==> src/rtl/pc_gen_btb_if.sv <==
// Fetch-side bundle between the PC generator and the decode/execute stages:
// flush requests and BTB training come in, the fetch address and prediction go out.
interface pc_gen_btb_if #(
    parameter int unsigned PC_W = 32
);
    logic            stall_F;
    logic            trap_valid;
    logic [PC_W-1:0] trap_pc;
    logic            redirect_valid;
    logic [PC_W-1:0] redirect_pc;
    logic            btb_upd_valid;
    logic [PC_W-1:0] btb_upd_pc;
    logic [PC_W-1:0] btb_upd_target;
    logic            btb_upd_taken;
    logic [PC_W-1:0] PC_F;
    logic [PC_W-1:0] PC_next;
    logic            pred_taken_F;
    logic [PC_W-1:0] pred_target_F;

    modport master (
        output stall_F, trap_valid, trap_pc, redirect_valid, redirect_pc,
               btb_upd_valid, btb_upd_pc, btb_upd_target, btb_upd_taken,
        input  PC_F, PC_next, pred_taken_F, pred_target_F
    );

    modport slave (
        input  stall_F, trap_valid, trap_pc, redirect_valid, redirect_pc,
               btb_upd_valid, btb_upd_pc, btb_upd_target, btb_upd_taken,
        output PC_F, PC_next, pred_taken_F, pred_target_F
    );
endinterface

==> src/rtl/pc_gen_btb.sv <==
// Fetch PC generator with a direct-mapped BTB; trap beats redirect beats stall
// beats prediction. Lookup sees only pre-update BTB contents (no bypass).
module pc_gen_btb #(
    parameter int unsigned     PC_W      = 32,
    parameter int unsigned     PC_STEP   = 1,
    parameter logic [PC_W-1:0] RESET_PC  = {PC_W{1'b0}},
    parameter int unsigned     BTB_DEPTH = 16
) (
    input  logic        clk,
    input  logic        rst,
    pc_gen_btb_if.slave bus
);
    localparam int unsigned IDX_LSB = $clog2(PC_STEP);
    localparam int unsigned IDX_W   = $clog2(BTB_DEPTH);
    localparam int unsigned TAG_W   = PC_W - IDX_LSB - IDX_W;

    logic [PC_W-1:0]      pc_f_r;
    logic [PC_W-1:0]      pc_next_s;
    logic [PC_W-1:0]      pc_sel_s;
    logic [PC_W-1:0]      pred_target_s;
    logic                 hit_s;
    logic [BTB_DEPTH-1:0] btb_valid_r;
    logic [TAG_W-1:0]     btb_tag_r    [BTB_DEPTH];
    logic [PC_W-1:0]      btb_target_r [BTB_DEPTH];
    logic [IDX_W-1:0]     lkp_idx_s;
    logic [TAG_W-1:0]     lkp_tag_s;
    logic [IDX_W-1:0]     upd_idx_s;
    logic [TAG_W-1:0]     upd_tag_s;

    assign pc_next_s = pc_f_r + PC_W'(PC_STEP);
    assign lkp_idx_s = pc_f_r[IDX_LSB +: IDX_W];
    assign lkp_tag_s = pc_f_r[PC_W-1 -: TAG_W];
    assign upd_idx_s = bus.btb_upd_pc[IDX_LSB +: IDX_W];
    assign upd_tag_s = bus.btb_upd_pc[PC_W-1 -: TAG_W];

    // Sub-step address bits of a trained PC never select an entry.
    if (IDX_LSB > 0) begin : g_lsb
        logic unused_lsb_s;
        assign unused_lsb_s = ^bus.btb_upd_pc[IDX_LSB-1:0];
    end

    // BTB lookup on the current fetch address
    always_comb begin
        hit_s         = 1'b0;
        pred_target_s = pc_next_s;
        if (btb_valid_r[lkp_idx_s] && (btb_tag_r[lkp_idx_s] == lkp_tag_s)) begin
            hit_s         = 1'b1;
            pred_target_s = btb_target_r[lkp_idx_s];
        end else begin
            hit_s         = 1'b0;
            pred_target_s = pc_next_s;
        end
    end

    // Next fetch address selection (reset handled in the register)
    always_comb begin
        pc_sel_s = pc_next_s;
        if (bus.trap_valid) begin
            pc_sel_s = bus.trap_pc;
        end else if (bus.redirect_valid) begin
            pc_sel_s = bus.redirect_pc;
        end else if (bus.stall_F) begin
            pc_sel_s = pc_f_r;
        end else if (hit_s) begin
            pc_sel_s = pred_target_s;
        end else begin
            pc_sel_s = pc_next_s;
        end
    end

    // Fetch PC register
    always_ff @(posedge clk) begin
        if (rst) begin
            pc_f_r <= RESET_PC;
        end else begin
            pc_f_r <= pc_sel_s;
        end
    end

    // Valid bits: set on taken, cleared on not-taken only when the owner matches
    always_ff @(posedge clk) begin
        if (rst) begin
            btb_valid_r <= {BTB_DEPTH{1'b0}};
        end else if (bus.btb_upd_valid) begin
            if (bus.btb_upd_taken) begin
                btb_valid_r[upd_idx_s] <= 1'b1;
            end else if (btb_valid_r[upd_idx_s] && (btb_tag_r[upd_idx_s] == upd_tag_s)) begin
                btb_valid_r[upd_idx_s] <= 1'b0;
            end
        end
    end

    // Tag/target payload; meaningless while the valid bit is clear
    always_ff @(posedge clk) begin
        if (!rst && bus.btb_upd_valid && bus.btb_upd_taken) begin
            btb_tag_r[upd_idx_s]    <= upd_tag_s;
            btb_target_r[upd_idx_s] <= bus.btb_upd_target;
        end
    end

    assign bus.PC_F          = pc_f_r;
    assign bus.PC_next       = pc_next_s;
    assign bus.pred_taken_F  = hit_s;
    assign bus.pred_target_F = pred_target_s;
endmodule

==> src/flat_wrapper.sv <==
// flat-port wrapper written by rule: the top's interface ports become plain ports
module pc_gen_btb_flat 
#(
    parameter int unsigned     PC_W      = 32,
    parameter int unsigned     PC_STEP   = 1,
    parameter logic [PC_W-1:0] RESET_PC  = {PC_W{1'b0}},
    parameter int unsigned     BTB_DEPTH = 16
)
  (clk, rst, bus_stall_F, bus_trap_valid, bus_trap_pc, bus_redirect_valid, bus_redirect_pc, bus_btb_upd_valid, bus_btb_upd_pc, bus_btb_upd_target, bus_btb_upd_taken, bus_PC_F, bus_PC_next, bus_pred_taken_F, bus_pred_target_F);
  pc_gen_btb_if #(.PC_W(PC_W)) bus_i ();
  input  logic clk;
  input  logic rst;
  input wire logic [$bits(bus_i.stall_F)-1:0] bus_stall_F;
  input wire logic [$bits(bus_i.trap_valid)-1:0] bus_trap_valid;
  input wire logic [$bits(bus_i.trap_pc)-1:0] bus_trap_pc;
  input wire logic [$bits(bus_i.redirect_valid)-1:0] bus_redirect_valid;
  input wire logic [$bits(bus_i.redirect_pc)-1:0] bus_redirect_pc;
  input wire logic [$bits(bus_i.btb_upd_valid)-1:0] bus_btb_upd_valid;
  input wire logic [$bits(bus_i.btb_upd_pc)-1:0] bus_btb_upd_pc;
  input wire logic [$bits(bus_i.btb_upd_target)-1:0] bus_btb_upd_target;
  input wire logic [$bits(bus_i.btb_upd_taken)-1:0] bus_btb_upd_taken;
  output wire logic [$bits(bus_i.PC_F)-1:0] bus_PC_F;
  output wire logic [$bits(bus_i.PC_next)-1:0] bus_PC_next;
  output wire logic [$bits(bus_i.pred_taken_F)-1:0] bus_pred_taken_F;
  output wire logic [$bits(bus_i.pred_target_F)-1:0] bus_pred_target_F;
  assign bus_i.stall_F = bus_stall_F;
  assign bus_i.trap_valid = bus_trap_valid;
  assign bus_i.trap_pc = bus_trap_pc;
  assign bus_i.redirect_valid = bus_redirect_valid;
  assign bus_i.redirect_pc = bus_redirect_pc;
  assign bus_i.btb_upd_valid = bus_btb_upd_valid;
  assign bus_i.btb_upd_pc = bus_btb_upd_pc;
  assign bus_i.btb_upd_target = bus_btb_upd_target;
  assign bus_i.btb_upd_taken = bus_btb_upd_taken;
  assign bus_PC_F = bus_i.PC_F;
  assign bus_PC_next = bus_i.PC_next;
  assign bus_pred_taken_F = bus_i.pred_taken_F;
  assign bus_pred_target_F = bus_i.pred_target_F;
  pc_gen_btb #(.PC_W(PC_W), .PC_STEP(PC_STEP), .RESET_PC(RESET_PC), .BTB_DEPTH(BTB_DEPTH)) u_core (.clk(clk), .rst(rst), .bus(bus_i));
endmodule
==> config.mk <==
export PLATFORM = sky130hd
export DESIGN_NAME = pc_gen_btb_flat
export DESIGN_NICKNAME = d
export VERILOG_FILES = /design/src/rtl/pc_gen_btb_if.sv /design/src/rtl/pc_gen_btb.sv /design/src/flat_wrapper.sv
export SDC_FILE = /design/constraint.sdc
export NUM_CORES = 1
export LEC_CHECK = 0
export ABC_AREA = 0
export CAP_MARGIN = 5
export CORE_MARGIN = 2
export CORE_UTILIZATION = 45
export DETAILED_ROUTE_END_ITERATION = 7
export GPL_TIMING_DRIVEN = 1
export PLACE_DENSITY = 0.77
export SYNTH_ARGS = -nofsm -noshare
export SYNTH_HDL_FRONTEND = slang
export SYNTH_SLANG_ARGS = --single-unit
==> constraint.sdc <==
create_clock -name clk -period 5.1 [get_ports clk]
set_input_delay 0.51 -clock clk [delete_from_list [all_inputs] [get_ports clk]]
set_output_delay 0.51 -clock clk [all_outputs]
set_load 0.01 [all_outputs]
Word-level counts from Yosys, hierarchy flattened
Memories as Yosys holds them, arrays and structs flattened. A register that Yosys moved wholly into a read port is not among the register bits.
Index checks and enable logic that the tools add are counted.
W data, S select, Z words.
Operators by class
  add/subtract/negate cells: 1
  order comparisons: 3
  equality and inequality tests: 3
  mux-type cells: 20
  bitwise logic cells: 3
  reductions and logical operators: 8
Operators with widths (number)
  $mux W32: 5
  $eq A28 B28 Y1: 2
  $add A32 B1 Y32 const B: 1
  $mux W16: 2
  $and A16 B16 Y16: 1
  $mux W4: 4
  $not A16 Y16: 1
  $or A16 B16 Y16: 1
  $lt A4 B5 Y1 const B: 2
  $bmux W1 S4: 2
  $mux W1: 6
  $logic_and A1 B1 Y1: 5
  $demux W1 S4: 1
  $ge A4 B1 Y1 const B: 1
  $ne A3 B1 Y1 const B: 1
  $reduce_and A2 Y1: 1
  $reduce_bool A2 Y1: 1
  $logic_not A1 Y1: 1
Word-level totals
  register bits: 48
  memory bits (writable): 960
  input bits: 135
  logic and storage cells: 42
  memories kept: 2
Memories
  u_core.btb_target_r: words 16, width 32, read ports 1, clocked after memory_dff 1, write ports 1, line pc_gen_btb.sv:24  | logic [PC_W-1:0] btb_target_r [BTB_DEPTH];
  u_core.btb_tag_r: words 16, width 28, read ports 2, clocked after memory_dff 1, write ports 1, line pc_gen_btb.sv:23  | logic [TAG_W-1:0] btb_tag_r [BTB_DEPTH];

Longest topological paths before layout
  depth in word-level cells: 10
  depth in mapped cells: 15

Least setup slack after synthesis
Ideal clock, no wire load.
  kind: in2reg
  start: input port bus_btb_upd_pc[1]
  end: memory u_core.btb_tag_r[7][0] (netlist bit), enable pin
  setup time: 478 ps
  data arrival time: 4667 ps
  required time: 4622 ps
  setup slack: -46 ps
  stages: 6
  path buffers: 3
  cells stage by stage: clkbuf_1 > clkbuf_1 > clkbuf_1 > nand4_1 > nand2b_1 > nor2_1
RTL lines
  start, declared: line flat_wrapper.sv:19  | input wire logic [$bits(bus_i.btb_upd_pc)-1:0] bus_btb_upd_pc;
  end, declared: line pc_gen_btb.sv:23
No word-level cell before the write port.

==> impl_metrics.py <==
metrics = {
    "outcome": {
        "status": "finished, final reports clean",
    },
    "detailed_routing": {
        "dr_wl_met2_um": 65100,
        "viasPerCell": 6.735,
        "drtAntennaViolNets": 0,
        "routedWlPerCell_um": 33.79,
        "met3_wirelength_um": 19640,
        "drt_first_pass_iters": 6,
        "finalWirelength_um": 140400,
        "maxUsedRoutingLayer": "met5",
        "via_count": 27990,
        "met1_length_um": 50400,
        "drc": 0,
        "drtIter0Drc": 4562,
    },
    "die": {
        "core.rowCount": 116,
        "initial_core_util_pct": 45.31,
        "dieArea_um2": 103300,
        "core-area_um2": 100000,
        "fp.dieW_um": 321.3,
        "die_height_um": 321.3,
        "ios": 232,
    },
    "placement": {
        "place_ws_ns": 0.09338,
        "port_buffers": 231,
        "hpwlAfterDp_um": 86870,
        "place_area_um2": 49680,
        "place_congestion": 0.9343,
    },
    "power_and_ir_drop": {
        "seq_power_share_pct": 50.0,
        "internal_power_w": 0.01417,
        "finalPower_w": 0.01858,
        "p_sw_share_pct": 23.71,
        "ir_worst_vdd_mv": 0.2694,
        "power_density_nw_per_um2": 345.2,
        "p_clk_share_pct": 39.4,
        "p_comb_share_pct": 10.6,
        "power.switching_w": 0.004406,
        "p_leak_nw": 17.03,
    },
    "yosys": {
        "yosysMostFrequentCell": "edfxtp_1",
        "syn_area_um2": 45310,
        "synth_top_cells_by_count": "960 x edfxtp_1, 386 x mux4_2, 165 x nor2_1",
        "synthesis.yosys.warnings": 0,
        "synth_nets": 2576,
        "synth-seq-cells": 1012,
        "synth-edff-count": 960,
        "synth_top_cell_area_share_pct": 63.62,
        "synthTopCellsByArea": "edfxtp_1 64%, mux4_2 19%, mux2i_1 2.5%",
        "ys_types": 68,
        "syn_inst": 2440,
        "synthArstFlopShare_pct": 0,
        "avgSynthCellArea_um2": 18.57,
        "yosysSeqAreaShare_pct": 65.91,
        "yosys.area.top_type": "edfxtp_1",
        "synth-main-ff-cell": "edfxtp_1",
    },
    "global_routing": {
        "grt_overflow_total": 0,
        "grt_pass1_vias": 27860,
        "grt_start_max_net_pins": 57,
        "grt_pass1_wl_um": 199100,
        "antenna_found_initial": 16,
        "grtUsageTotal_pct": 26.94,
    },
    "final_layout": {
        "utilization_pct": 53.82,
        "seqCellArea_um2": 29880,
        "final_area_um2": 53820,
        "area_delta_synth_final_pct": 18.77,
        "multi_input_area_um2": 14870,
        "drive_above_1_share_pct": 27.89,
        "nNetsFinal": 2904,
        "fill_cells": 7472,
    },
    "cts": {
        "cts_tree": "built",
        "clock_sinks": 1012,
        "postCtsHoldBufs": 0,
        "cts_root_buffer": "clkbuf_16",
        "clk_latency_ns": 0.71,
        "htree_levels": 3,
        "clockBufferDepth": 3,
        "numCtsBuffers": 99,
        "cts.clk_slew.worst_paths_ns": 0.06,
    },
    "hold_path": {
        "hold_path.class": "primary input to flip-flop",
    },
    "critical_path": {
        "worst-path-buf-inv": 6,
        "required_ns": 4.59,
        "critPathArrivalTime_ns": 4.56,
        "crit_fanout": 13,
        "critPathCaptureType": "primary output",
        "start_kind": "flip-flop",
        "cp_slowest_cell": "or4_4",
        "worstPathCellList": "buf_12 > buf_4 > mux4_2 > mux2i_1 > mux2i_1 > xnor2_2 > nand4_1 > or4_4 > nor3_4 > buf_12 > buf_16 > buf_4 > mux2_1 > dlygate4sd2_1",
        "critPathMaxStageDelay_ns": 0.58,
        "critical-path-top-delay-family": "multiplexers",
        "critPathKind": "flip-flop to primary output",
    },
    "sta": {
        "tightestPinTransition_ns": 1.054,
        "setup_viol": 0,
        "finalHoldViolCount": 0,
        "skew_ns": 0.06454,
        "slew_headroom_pct": 29.24,
        "setup_ws_ns": 0.03064,
        "period_needed_ns": 5.069,
        "finalCritPeriodShare_pct": 99.40,
        "slew_violations": 0,
        "fin_hold_ws_ns": 0.4566,
        "max_freq_ghz": 0.1973,
    },
    "flow_run": {
        "cap_violations": 0,
    },
}
[worst reg2reg max path: stages, from the launching register on]
cell,delay [ns]
dfxtp_4,0.50
buf_12,0.21
buf_4,0.14
mux4_2,0.48
mux2i_1,0.20
mux2i_1,0.15
xnor2_2,0.27
nand4_1,0.16
buf_4,0.17
nor4_2,0.34
buf_4,0.43
nand3_1,0.50
a221o_1,0.59
[through the flow]
| step | std cells | setup TNS, ns |
|---|---|---|
| 6_report | 4156 | 0 |
| 5_1_grt | 4150 | -0.2007 |
| 4_1_cts | 4129 | -0.02080 |
| 3_5_place_dp | 3917 | 0 |
| 3_3_place_gp | 3917 | 0 |
| 2_1_floorplan | 2440 | -18.33 |
[power by group through the flow]
stage / sequential [W] / clock [W] / combinational [W]
after floorplan: 0.00939 / 0 / 0.00107
after global placement: 0.00946 / 0 / 0.00180
after detailed placement: 0.00947 / 0 / 0.00183
after CTS: 0.00928 / 0.00738 / 0.00190
after global routing: 0.00929 / 0.00770 / 0.00206
final: 0.00929 / 0.00732 / 0.00197
[metal layers]
metal / track usage, % / vias up
met1: 36.32 / 14410
met4: 9.512 / 12
li1: - / 10870
met2: 41.70 / 2339
met5: 0 / -
met3: 8.255 / 367
[final cells by class]
class	instances	area share, %
Tap cell	1298	3.017
Multi-Input combinational cell	1233	27.64
Clock inverter	59	1.227
Timing Repair Buffer	404	7.616
Clock buffer	124	4.814
Antenna cell	8	0.03720
Inverter	18	0.1279
Sequential cell	1012	55.52
[cell usage in the layout (no fill, tap or decap), drive strengths merged, types with 6 or more instances in the layout]
master	count
and4	22
o221ai	24
nand2	84
or4	7
mux2	45
nor2	165
nand2b	7
clkbuf	129
mux4	386
a21oi	33
o22a	7
buf	173
o2111ai	7
dlygate4sd2	10
a311oi	32
o21ai	19
a22o	6
nor3	32
nand3	27
a311o	9
bufinv	9
xnor2	49
xor2	33
and3	7
inv	19
or3	7
nor4	17
diode	8
nand4	22
nor2b	8
clkdlybuf4s15	21
a22oi	9
mux2i	113
dfxtp	52
clkinv	47
clkdlybuf4s50	194
edfxtp	960
[cells by family after synthesis]
family | after synthesis | synth area share [%]
compound gates | 184 | 3.145
mux | 544 | 22.80
flops | 1012 | 65.91
xor+xnor | 82 | 1.585
buf+inv | 195 | 2.016
fa+ha+maj | 1 | 0.02761
simple gates | 422 | 4.514
[state kept, by name, indices dropped and copies added, names as in the netlist, named ones only]
| register | cells |
|---|---|
| u_core.btb_target_r | 512 |
| u_core.bus.PC_F | 32 |
| u_core.btb_tag_r | 448 |
[timing repair]
action,4_1_cts,5_1_grt
resized for setup,72,47
buffers inserted,27,16
endpoints found under the setup margin,33,31
pin swaps,6,12
cloned,2,3
[final timing paths]
path / from / to / slack (ns) / cells after the start
min: bus_redirect_pc[6] / u_core.bus.PC_F[6]$_SDFFE_PP0N_ / 0.46 / 3
min reg2reg: flip-flop / flip-flop / 0.53 / 2
max: flip-flop / bus_pred_target_F[25] / 0.03 / 14
max reg2reg: flip-flop / flip-flop / 0.79 / 12
Power figures use the tool's default switching activity.
